===== src/rtl/target_number_gen_pkg.sv =====
// Shared types and constants for the target number generator.
// FIXED_TARGETS holds the BCD targets used when TARGET_FIXED_TABLE_EN is defined.
package target_gen_pkg;

  typedef enum logic [1:0] {
    IDLE = 2'd0,
    GEN  = 2'd1,
    DONE = 2'd2
  } state_t;

  localparam logic [3:0] BCD_MAX = 4'd9;

  // Fibonacci feedback masks; bit i set means register bit i feeds the XOR.
  function automatic logic [31:0] lfsr_taps(input int width);
    case (width)
      8:       return 32'h0000_00B8;
      9:       return 32'h0000_0110;
      10:      return 32'h0000_0240;
      11:      return 32'h0000_0500;
      12:      return 32'h0000_0E08;
      13:      return 32'h0000_1C80;
      14:      return 32'h0000_3802;
      15:      return 32'h0000_6000;
      24:      return 32'h00E1_0000;
      32:      return 32'h8020_0003;
      default: return 32'h0000_B400;
    endcase
  endfunction

  // Indexed [max_digit][round]; row/column 0 unused.
  localparam logic [31:0] FIXED_TARGETS [4][4] = '{
    '{32'h0, 32'h0,   32'h0,   32'h0  },
    '{32'h0, 32'h2,   32'h8,   32'h3  },
    '{32'h0, 32'h57,  32'h96,  32'h21 },
    '{32'h0, 32'h123, 32'h000, 32'h999}
  };

endpackage


===== src/rtl/target_number_gen_if.sv =====
// Request/target bus between game control and the target number generator.
interface target_number_gen_if #(
  parameter int NUM_DIGITS = 3,
  parameter int MAX_ROUND  = 3
);
  localparam int DW = $clog2(NUM_DIGITS + 1);
  localparam int RW = $clog2(MAX_ROUND + 1);

  logic                    new_target;
  logic [DW-1:0]           max_digit;
  logic                    busy;
  logic                    target_valid;
  logic [4*NUM_DIGITS-1:0] target_digits;
  logic [RW-1:0]           round;
  logic                    level_done;

  modport master (
    output new_target, max_digit,
    input  busy, target_valid, target_digits, round, level_done
  );

  modport slave (
    input  new_target, max_digit,
    output busy, target_valid, target_digits, round, level_done
  );
endinterface


===== src/rtl/target_number_gen_lfsr_core.sv =====
// Free-running Fibonacci LFSR; shifts left with the feedback bit entering at bit 0.
module lfsr_core
  import target_gen_pkg::*;
#(
  parameter int                LFSR_W = 16,
  parameter logic [LFSR_W-1:0] SEED   = LFSR_W'(16'hACE1)
) (
  input  logic              clk,
  input  logic              reset_n,
  output logic [LFSR_W-1:0] q
);
  localparam logic [31:0]       TAPS_ALL = lfsr_taps(LFSR_W);
  localparam logic [LFSR_W-1:0] TAPS     = TAPS_ALL[LFSR_W-1:0];

  logic [LFSR_W-1:0] q_q, q_d;

  always_comb begin
    q_d = {q_q[LFSR_W-2:0], ^(q_q & TAPS)};
  end

  always_ff @(posedge clk or negedge reset_n) begin
    if (!reset_n) q_q <= SEED;
    else          q_q <= q_d;
  end

  assign q = q_q;
endmodule


===== src/rtl/target_number_gen.sv =====
// Serial BCD target generator with round tracking; TARGET_FIXED_TABLE_EN selects the fixed demo table.
// state | meaning: IDLE wait for request | GEN write one digit per accepted nibble | DONE publish, bump round
module target_number_gen
  import target_gen_pkg::*;
#(
  parameter int                NUM_DIGITS = 3,
  parameter int                MAX_ROUND  = 3,
  parameter int                LFSR_W     = 16,
  parameter logic [LFSR_W-1:0] SEED       = LFSR_W'(16'hACE1),
  parameter int                MAX_REJECT = 8
) (
  input logic                clk,
  input logic                reset_n,
  target_number_gen_if.slave tif
);
  localparam int DW = $clog2(NUM_DIGITS + 1);
  localparam int RW = $clog2(MAX_ROUND + 1);
  localparam int JW = (MAX_REJECT > 1) ? $clog2(MAX_REJECT) : 1;

  state_t                  state_q, state_d;
  logic [DW-1:0]           idx_q, idx_d;
  logic [DW-1:0]           maxd_q, maxd_d;
  logic [JW-1:0]           rej_q, rej_d;
  logic [4*NUM_DIGITS-1:0] digits_q, digits_d;
  logic                    valid_q, valid_d;
  logic                    busy_q, busy_d;
  logic [RW-1:0]           round_q, round_d;
  logic                    lvl_q, lvl_d;

  logic [LFSR_W-1:0] lfsr_q;
  logic [3:0]        nib;
  logic              wr;
  logic [3:0]        val;
  logic              unused_lfsr;

  lfsr_core #(.LFSR_W(LFSR_W), .SEED(SEED)) u_lfsr (
    .clk     (clk),
    .reset_n (reset_n),
    .q       (lfsr_q)
  );

  assign nib = lfsr_q[3:0];

`ifdef TARGET_FIXED_TABLE_EN
  int          fx_m, fx_r;
  logic [31:0] fx_ent;
  assign unused_lfsr = ^lfsr_q;
`else
  assign unused_lfsr = ^lfsr_q[LFSR_W-1:4];
`endif

  always_comb begin
    state_d  = state_q;
    idx_d    = idx_q;
    maxd_d   = maxd_q;
    rej_d    = rej_q;
    digits_d = digits_q;
    valid_d  = valid_q;
    busy_d   = busy_q;
    round_d  = round_q;
    lvl_d    = 1'b0;
    wr       = 1'b0;
    val      = 4'd0;
`ifdef TARGET_FIXED_TABLE_EN
    fx_m   = 0;
    fx_r   = 0;
    fx_ent = 32'h0;
`endif
    case (state_q)
      IDLE: begin
        if (tif.new_target) begin
          if (tif.max_digit == '0)                   maxd_d = DW'(1);
          else if (32'(tif.max_digit) > NUM_DIGITS)  maxd_d = DW'(NUM_DIGITS);
          else                                       maxd_d = tif.max_digit;
          idx_d   = '0;
          rej_d   = '0;
          valid_d = 1'b0;
          busy_d  = 1'b1;
          state_d = GEN;
        end
      end
      GEN: begin
`ifdef TARGET_FIXED_TABLE_EN
        fx_m   = (32'(maxd_q) <= 3) ? 32'(maxd_q) : 0;
        fx_r   = (32'(round_q) <= 3) ? 32'(round_q) : 0;
        fx_ent = FIXED_TARGETS[fx_m][fx_r];
        wr     = 1'b1;
        val    = fx_ent[32'(idx_q)*4 +: 4];
`else
        if (idx_q >= maxd_q) begin
          wr = 1'b1;
        end else if (nib <= BCD_MAX) begin
          wr  = 1'b1;
          val = nib;
        end else if (rej_q != JW'(MAX_REJECT - 1)) begin
          rej_d = rej_q + JW'(1);
        end else begin
          // Out of retries: fold 10..15 down to 0..5 so latency stays bounded.
          wr  = 1'b1;
          val = nib - 4'd10;
        end
`endif
        if (wr) begin
          digits_d[32'(idx_q)*4 +: 4] = val;
          rej_d = '0;
          if (idx_q == DW'(NUM_DIGITS - 1)) state_d = DONE;
          else                              idx_d   = idx_q + DW'(1);
        end
      end
      DONE: begin
        valid_d = 1'b1;
        busy_d  = 1'b0;
        state_d = IDLE;
        if (round_q == RW'(MAX_ROUND)) begin
          round_d = RW'(1);
          lvl_d   = 1'b1;
        end else begin
          round_d = round_q + RW'(1);
        end
      end
      default: state_d = IDLE;
    endcase
  end

  always_ff @(posedge clk or negedge reset_n) begin
    if (!reset_n) begin
      state_q  <= IDLE;
      idx_q    <= '0;
      maxd_q   <= DW'(1);
      rej_q    <= '0;
      digits_q <= '0;
      valid_q  <= 1'b0;
      busy_q   <= 1'b0;
      round_q  <= RW'(1);
      lvl_q    <= 1'b0;
    end else begin
      state_q  <= state_d;
      idx_q    <= idx_d;
      maxd_q   <= maxd_d;
      rej_q    <= rej_d;
      digits_q <= digits_d;
      valid_q  <= valid_d;
      busy_q   <= busy_d;
      round_q  <= round_d;
      lvl_q    <= lvl_d;
    end
  end

  assign tif.busy          = busy_q;
  assign tif.target_valid  = valid_q;
  assign tif.target_digits = digits_q;
  assign tif.round         = round_q;
  assign tif.level_done    = lvl_q;
endmodule


===== src/flat_wrapper.sv =====
// flat-port wrapper written by rule: the top's interface ports become plain ports
module target_number_gen_flat import target_gen_pkg::*;
#(
  parameter int                NUM_DIGITS = 3,
  parameter int                MAX_ROUND  = 3,
  parameter int                LFSR_W     = 16,
  parameter logic [LFSR_W-1:0] SEED       = LFSR_W'(16'hACE1),
  parameter int                MAX_REJECT = 8
)
  (clk, reset_n, tif_new_target, tif_max_digit, tif_busy, tif_target_valid, tif_target_digits, tif_round, tif_level_done);
  target_number_gen_if #(.NUM_DIGITS(NUM_DIGITS), .MAX_ROUND(MAX_ROUND)) tif_i ();
  input logic clk;
  input logic reset_n;
  input wire logic [$bits(tif_i.new_target)-1:0] tif_new_target;
  input wire logic [$bits(tif_i.max_digit)-1:0] tif_max_digit;
  output wire logic [$bits(tif_i.busy)-1:0] tif_busy;
  output wire logic [$bits(tif_i.target_valid)-1:0] tif_target_valid;
  output wire logic [$bits(tif_i.target_digits)-1:0] tif_target_digits;
  output wire logic [$bits(tif_i.round)-1:0] tif_round;
  output wire logic [$bits(tif_i.level_done)-1:0] tif_level_done;
  assign tif_i.new_target = tif_new_target;
  assign tif_i.max_digit = tif_max_digit;
  assign tif_busy = tif_i.busy;
  assign tif_target_valid = tif_i.target_valid;
  assign tif_target_digits = tif_i.target_digits;
  assign tif_round = tif_i.round;
  assign tif_level_done = tif_i.level_done;
  target_number_gen #(.NUM_DIGITS(NUM_DIGITS), .MAX_ROUND(MAX_ROUND), .LFSR_W(LFSR_W), .SEED(SEED), .MAX_REJECT(MAX_REJECT)) u_core (.clk(clk), .reset_n(reset_n), .tif(tif_i));
endmodule

===== config.mk =====
export PLATFORM = sky130hd
export DESIGN_NAME = target_number_gen_flat
export DESIGN_NICKNAME = d
export VERILOG_FILES = /design/src/rtl/target_number_gen_pkg.sv /design/src/rtl/target_number_gen_if.sv /design/src/rtl/target_number_gen_lfsr_core.sv /design/src/rtl/target_number_gen.sv /design/src/flat_wrapper.sv
export SDC_FILE = /design/constraint.sdc
export NUM_CORES = 1
export LEC_CHECK = 0
export CORE_MARGIN = 2
export CORE_UTILIZATION = 40
export CTS_CLUSTER_SIZE = 14
export DETAILED_ROUTE_END_ITERATION = 10
export HOLD_SLACK_MARGIN = 0.12
export PLACE_DENSITY_LB_ADDON = 0.15
export SYNTH_ARGS = -nofsm -noshare
export SYNTH_HDL_FRONTEND = slang
export SYNTH_SLANG_ARGS = --single-unit

===== constraint.sdc =====
create_clock -name clk -period 2.6 [get_ports clk]
set_clock_uncertainty 0.2 [all_clocks]
set_input_delay 0.52 -clock clk [delete_from_list [all_inputs] [get_ports clk]]
set_output_delay 0.52 -clock clk [all_outputs]
set_load 0.1 [all_outputs]

### Yosys cells after proc, flatten, opt, wreduce, memory -nomap -nowiden

Index checks and enable logic that the tools add are counted.

| word-level totals | value |
|---|---|
| word-level logic and storage cells | 73 |
| input port bits | 5 |
| output and inout bits | 17 |
| bits in registers | 42 |

| cells by class | value |
|---|---|
| $add $sub $neg | 5 |
| eq/ne operators | 12 |
| shift operators | 2 |
| $lt $le $gt $ge | 2 |
| mux-type cells | 31 |
| reduce and logical (&&, ||, !) cells | 11 |

Operator list:

| kind | number |
|---|---|
| $neg 4->34 | 1 |
| $shift 4x34->12 const A | 1 |
| $shiftx 4x34->12 | 1 |
| $mux 2 | 8 |
| $mux 4 | 4 |
| $reduce_xor 16->1 | 1 |
| $mux 3 | 5 |
| $bwmux 12 | 1 |
| $ne 3x3->1 const B | 3 |
| $mux 1 | 8 |
| $pmux 2 s2 | 2 |
| $eq 2x2->1 const B | 3 |
| $pmux 3 s2 | 1 |
| $reduce_and 2->1 | 3 |
| $reduce_and 5->1 | 1 |
| $add 2x1->2 const B | 2 |
| $le 4x4->1 const B | 1 |
| $logic_not 2->1 | 2 |
| $ne 2x1->1 const B | 2 |
| $ne 2x2->1 const B | 2 |
| $pmux 1 s2 | 2 |
| $reduce_and 4->1 | 1 |
| $reduce_bool 2->1 | 2 |
| $sub 4x4->4 const B | 1 |
| 5 further kinds | 5 |

### Longest topological paths before layout

| logic depth | value |
|---|---|
| depth after elaboration | 7 |
| depth in mapped cells | 8 |
| depth with buffers taken out | 6 |

### By module

A second synthesis with hierarchy kept.

| second synthesis, totals | value |
|---|---|
| cells, all modules | 162 |
| area, all modules | 2,031.9 µm² |

By module, submodules not included:

| module | cells an instance | instances | seq. area each (µm²) | area an instance (µm²) |
|---|---|---|---|---|
| target_number_gen | 128 | 1 | 653.1 | 1,482.7 |
| lfsr_core | 34 | 1 | 410.4 | 549.3 |

### Worst setup path before layout

OpenSTA, ideal clock, no wires.

| timing | value |
|---|---|
| kind | register -> register |
| start | register u_core.idx_q[0] |
| end | register u_core.idx_q[0] |
| library setup time | 0.123 ns |
| path buffers | 1 |
| clock period less this slack | 2.127 ns |
| path slack | 0.473 ns |
| data arrival time | 1.804 ns |
| cell stages (with the launch flop) | 8 |
| required time | 2.277 ns |
| path through | dfrtp_1 -> inv_1 -> ha_1 -> nand2b_4 -> a2111oi_4 -> buf_6 -> and3b_1 -> a2bb2oi_1 |

| on the way | value |
|---|---|
| longest elaborated chain between the ends | 5 |
| elaborated cells on any way between the ends | 11 |
| those cells by class | add/sub: 1; order compare: 1; eq/ne: 3; mux: 5; reduce/logical: 1 |

RTL lines:

| what | RTL line | RTL |
|---|---|---|
| start, declared | target_number_gen.sv:21 | `logic [DW-1:0] idx_q, idx_d;` |
| start signal, assigned | target_number_gen.sv:138 | `idx_q <= idx_d;` |
| $ge 2x2->1 | target_number_gen.sv:90 | `if (idx_q >= maxd_q) begin` |
| $mux 1 | target_number_gen.sv:90 |  |
| $mux 1 | target_number_gen.sv:69 | `case (state_q)` |
| $ne 2x1->1 (no source line) | -- |  |
| $reduce_and 4->1 (no source line) | -- |  |

Parallel ways exist; a longest one is shown, timed or not. The select of a mux whose other input is x is not followed.
A chain may end at the register's enable or synchronous reset.

### Worst setup path after layout

Ends and elaborated chain as after synthesis.

==> summary.md <==
| Metric | Value |
|---|---|
| Area Overhead vs Synth | `16.53%` |
| Hold_ws | `0.1561 ns` |
| Slew Viols, Final | `0` |
| Distinct cells, synth | `40` |
| Routed WL per cell | `14.48 µm` |
| Worst path arrival time | `2.37 ns` |
| Pre-antenna DRT Iters | `4` |
| CTS tree | `yes` |
| Largest fanout on the critical path | `8` |
| Post-synthesis cell area | `1824 µm²` |
| DRT antenna net count | `0` |
| Synth Instances | `150` |
| Setup repair bufs after CTS | `0` |
| Vias in the first global route | `1,193` |
| Setup crit end kind | `flop` |
| Placed cells | `223` |
| Worst Max-Slew Pin Slew | `0.9087 ns` |
| IO Port Bufs | `21` |
| Post-route insts no fill | `around 230` |
| Status | `completed` |
| CTS buffer count | `5` |
| Worst-Skew Late Latency | `0.29 ns` |
| Synth Area in Adders | `7.545%` |
| Tot GR Track Use | `14.20%` |
| Asr flop ratio synth | `100.0%` |
| Avg Inst Size Synth | `between 10 and 15 µm²` |
| Worst path cell trace | `inv_1 -> ha_1 -> nand2b_4 -> a2111oi_4 -> buf_4 -> nand2_1 -> a2bb2oi_1` |
| Hold Path Class | `in -> async` |
| Nature of the critical path startpoint | `flop` |
| H-tree depth | `2` |
| Syn. warnings | `0` |
| Peak supply drop | `352.9 µV` |
| Dpl cell area | `2043 µm²` |
| Post-synth top area cell | `dfrtp_1` |
| Post-synth EDFFs | `0` |
| Slowest cell delay on critical path | `0.55 ns` |
| # setup viols final | `0` |
| DRT Wirelength | `3.346 mm` |
| Core ar. | `4384 µm²` |
| Max Freq | `~420 MHz` |
| Root Driver | `clkbuf_8` |
| Die X | `~70 µm` |
| Hold-fix buffers, CTS | `0` |
| DR iter-0 viols | `between 40 and 50` |
| Layout cell share with drive strength beyond 1 | `25.70%` |
| Pwr/cell area | `918.5 nW/µm²` |
| Die height | `71.53 µm` |
| DRC Markers | `0` |
| Final Util | `roughly 48%` |
| Hold Vio Cnt, Final | `0` |
| CTS clk-pin slew, worst paths | `0.07 ns` |
| Post-route clock period utilization | `90.74%` |
| DIE AREA | `approximately 5100 µm²` |
| I/O pin total | `22` |
| Post-route cell area | `2126 µm²` |
| Final setup margin | `about 0.24 ns` |
| LEAKAGE | `0.9871 nW` |
| Max clock buf depth | `2` |
| Synth Flop Type | `dfrtp_1` |
| Clock tree sinks | `42` |
| Starting Density | `around two fifths` |
| Reg area | `1064 µm²` |
| Initial antenna violation count | `0` |
| Largest cells by area after synthesis | `dfrtp_1, dfstp_2, ha_1, o41ai_1, o21ai_0` |
| Pin count of the biggest net entering global routing | `43` |
| Syn nets | `between 150 and 200` |
| Multi-input gate area | `between 600 and 700 µm²` |
| Compound-cell area share of the yosys netlist | `17.63%` |
| Detail Placement HPWL | `2.309 mm` |
| Max_slew headroom | `39.42%` |
| Tmin final | `2.359 ns` |
| Synth Area in Simple Gates | `a little over a tenth` |
| Worst EP required | `2.61 ns` |
| Vias per std cell | `5.333` |
| Largest family of logic cells by synthesized area | `compound AO/OA/AOI/OAI gates` |
| Flops & latches, synth | `42` |
| Synth Area in XOR/XNOR | `1.440%` |
| Total grt overflow | `0` |
| GPL Wtd Cong | `about 0.76` |
| Nets@finish | `194` |
| Max Cap Viol | `0` |
| Yosys top cell area share | `43.90%` |
| Inserted Diodes | `0` |
| Num rows | `24` |
| Worst slack, placed | `0.2529 ns` |
| RSZ-0062 raised after global routing | `no` |
| Fraction of synthesized area in multiplexers | `0%` |
| Register area share after synthesis | `58.30%` |
| Kind of critical path | `reg -> reg` |
| TNS Setup | `0 ns` |
| Total power draw | `1.953 mW` |
| Filler Cells Inserted | `about 400` |
| Resized Gates After CTS | `0` |
| Vias | `roughly 1,200` |
| First-pass GRT wire length | `5.589 mm` |
| Slowest cell on the critical path | `a2111oi_4` |
## synth_stat cells (2+ instances only)
| master | count |
|---|---|
| dfstp_2 | 10 |
| o31ai_1 | 2 |
| a21oi_1 | 4 |
| ha_1 | 11 |
| o41ai_1 | 9 |
| a32o_1 | 2 |
| nand3_1 | 3 |
| xnor2_1 | 2 |
| o21ai_1 | 2 |
| o21ai_0 | 14 |
| dfrtp_1 | 32 |
| nand2_1 | 13 |
| inv_1 | 10 |
| nor2_1 | 5 |
| nand2b_1 | 6 |
## power breakdown
part           leakage, nW  internal [mW]  switching (mW)
Sequential           0.536          0.732          0.0624
Combinational        0.406          0.233           0.528
Clock               0.0450          0.186           0.211
## final cells by class
cell class | instances | share of cell area (%)
Inverter | 10 | 1.766
Tap cell | 52 | 3.061
Clock buffer | 6 | 3.414
Clock inverter | 2 | 0.4709
Multi-Input combinational cell | 94 | 32.20
Sequential cell | 42 | 50.03
Timing Repair Buffer | 25 | 9.064
## cells by family (layout without fill, tap and decap cells)
group | Yosys count | count (layout)
xor+xnor | 3 | 3
fa+ha+maj | 11 | 11
flops | 42 | 42
buf+inv | 14 | 43
compound gates | 43 | 43
simple gates | 37 | 37
## final timing paths
kind / depth (start not counted) / to / slack [ns] / from
min: 1 / u_core.u_lfsr.q[9] / 0.16 / reset_n
min reg2reg: 0 / u_core.u_lfsr.q[15] / 0.16 / u_core.u_lfsr.q[14]
max reg2reg: 7 / u_core.idx_q[0] / 0.24 / u_core.idx_q[0]
min in group clk: 0 / u_core.u_lfsr.q[15] / 0.16 / u_core.u_lfsr.q[14]
max in group asynchronous: 1 / u_core.u_lfsr.q[3] / 1.47 / reset_n
max: 7 / u_core.idx_q[0] / 0.24 / u_core.idx_q[0]
## critical path, delay by kind of cell (launching register included)
kind            cells  cell delay, ns
buf+inv             2            0.38
flops               1            0.45
simple gates        2            0.25
fa+ha+maj           1            0.29
compound gates      2            0.71
## layer usage
metal	track usage, %	up-vias	share of wire (%)
met3	4.782	7	4.7
met1	19.04	606	48
met5	0	-	0
met4	5.870	0	1.6
met2	21.19	31	46
li1	-	588	-
## registers in the layout, indices dropped and copies added, names as in the netlist
name                      flops
u_core.u_lfsr.q              16
u_core.tif.target_digits     12
u_core.rej_q                  3
u_core.idx_q                  2
u_core.maxd_q                 2
u_core.state_q                2
u_core.tif.round              2
u_core.tif.busy               1
u_core.tif.level_done         1
u_core.tif.target_valid       1
## placed cells by master (no fill, tap or decap), types with 3 or more instances in the layout
| master | n |
|---|---|
| clkdlybuf4s50_1 | 3 |
| ha_1 | 11 |
| nand3_1 | 3 |
| nand2_1 | 13 |
| o41ai_1 | 9 |
| clkbuf_8 | 5 |
| dfrtp_1 | 32 |
| o21ai_0 | 14 |
| nor2_1 | 5 |
| dfstp_2 | 10 |
| a21oi_1 | 4 |
| nand2b_1 | 6 |
| inv_1 | 10 |
| buf_4 | 21 |
(Power assumes the default switching activity.)
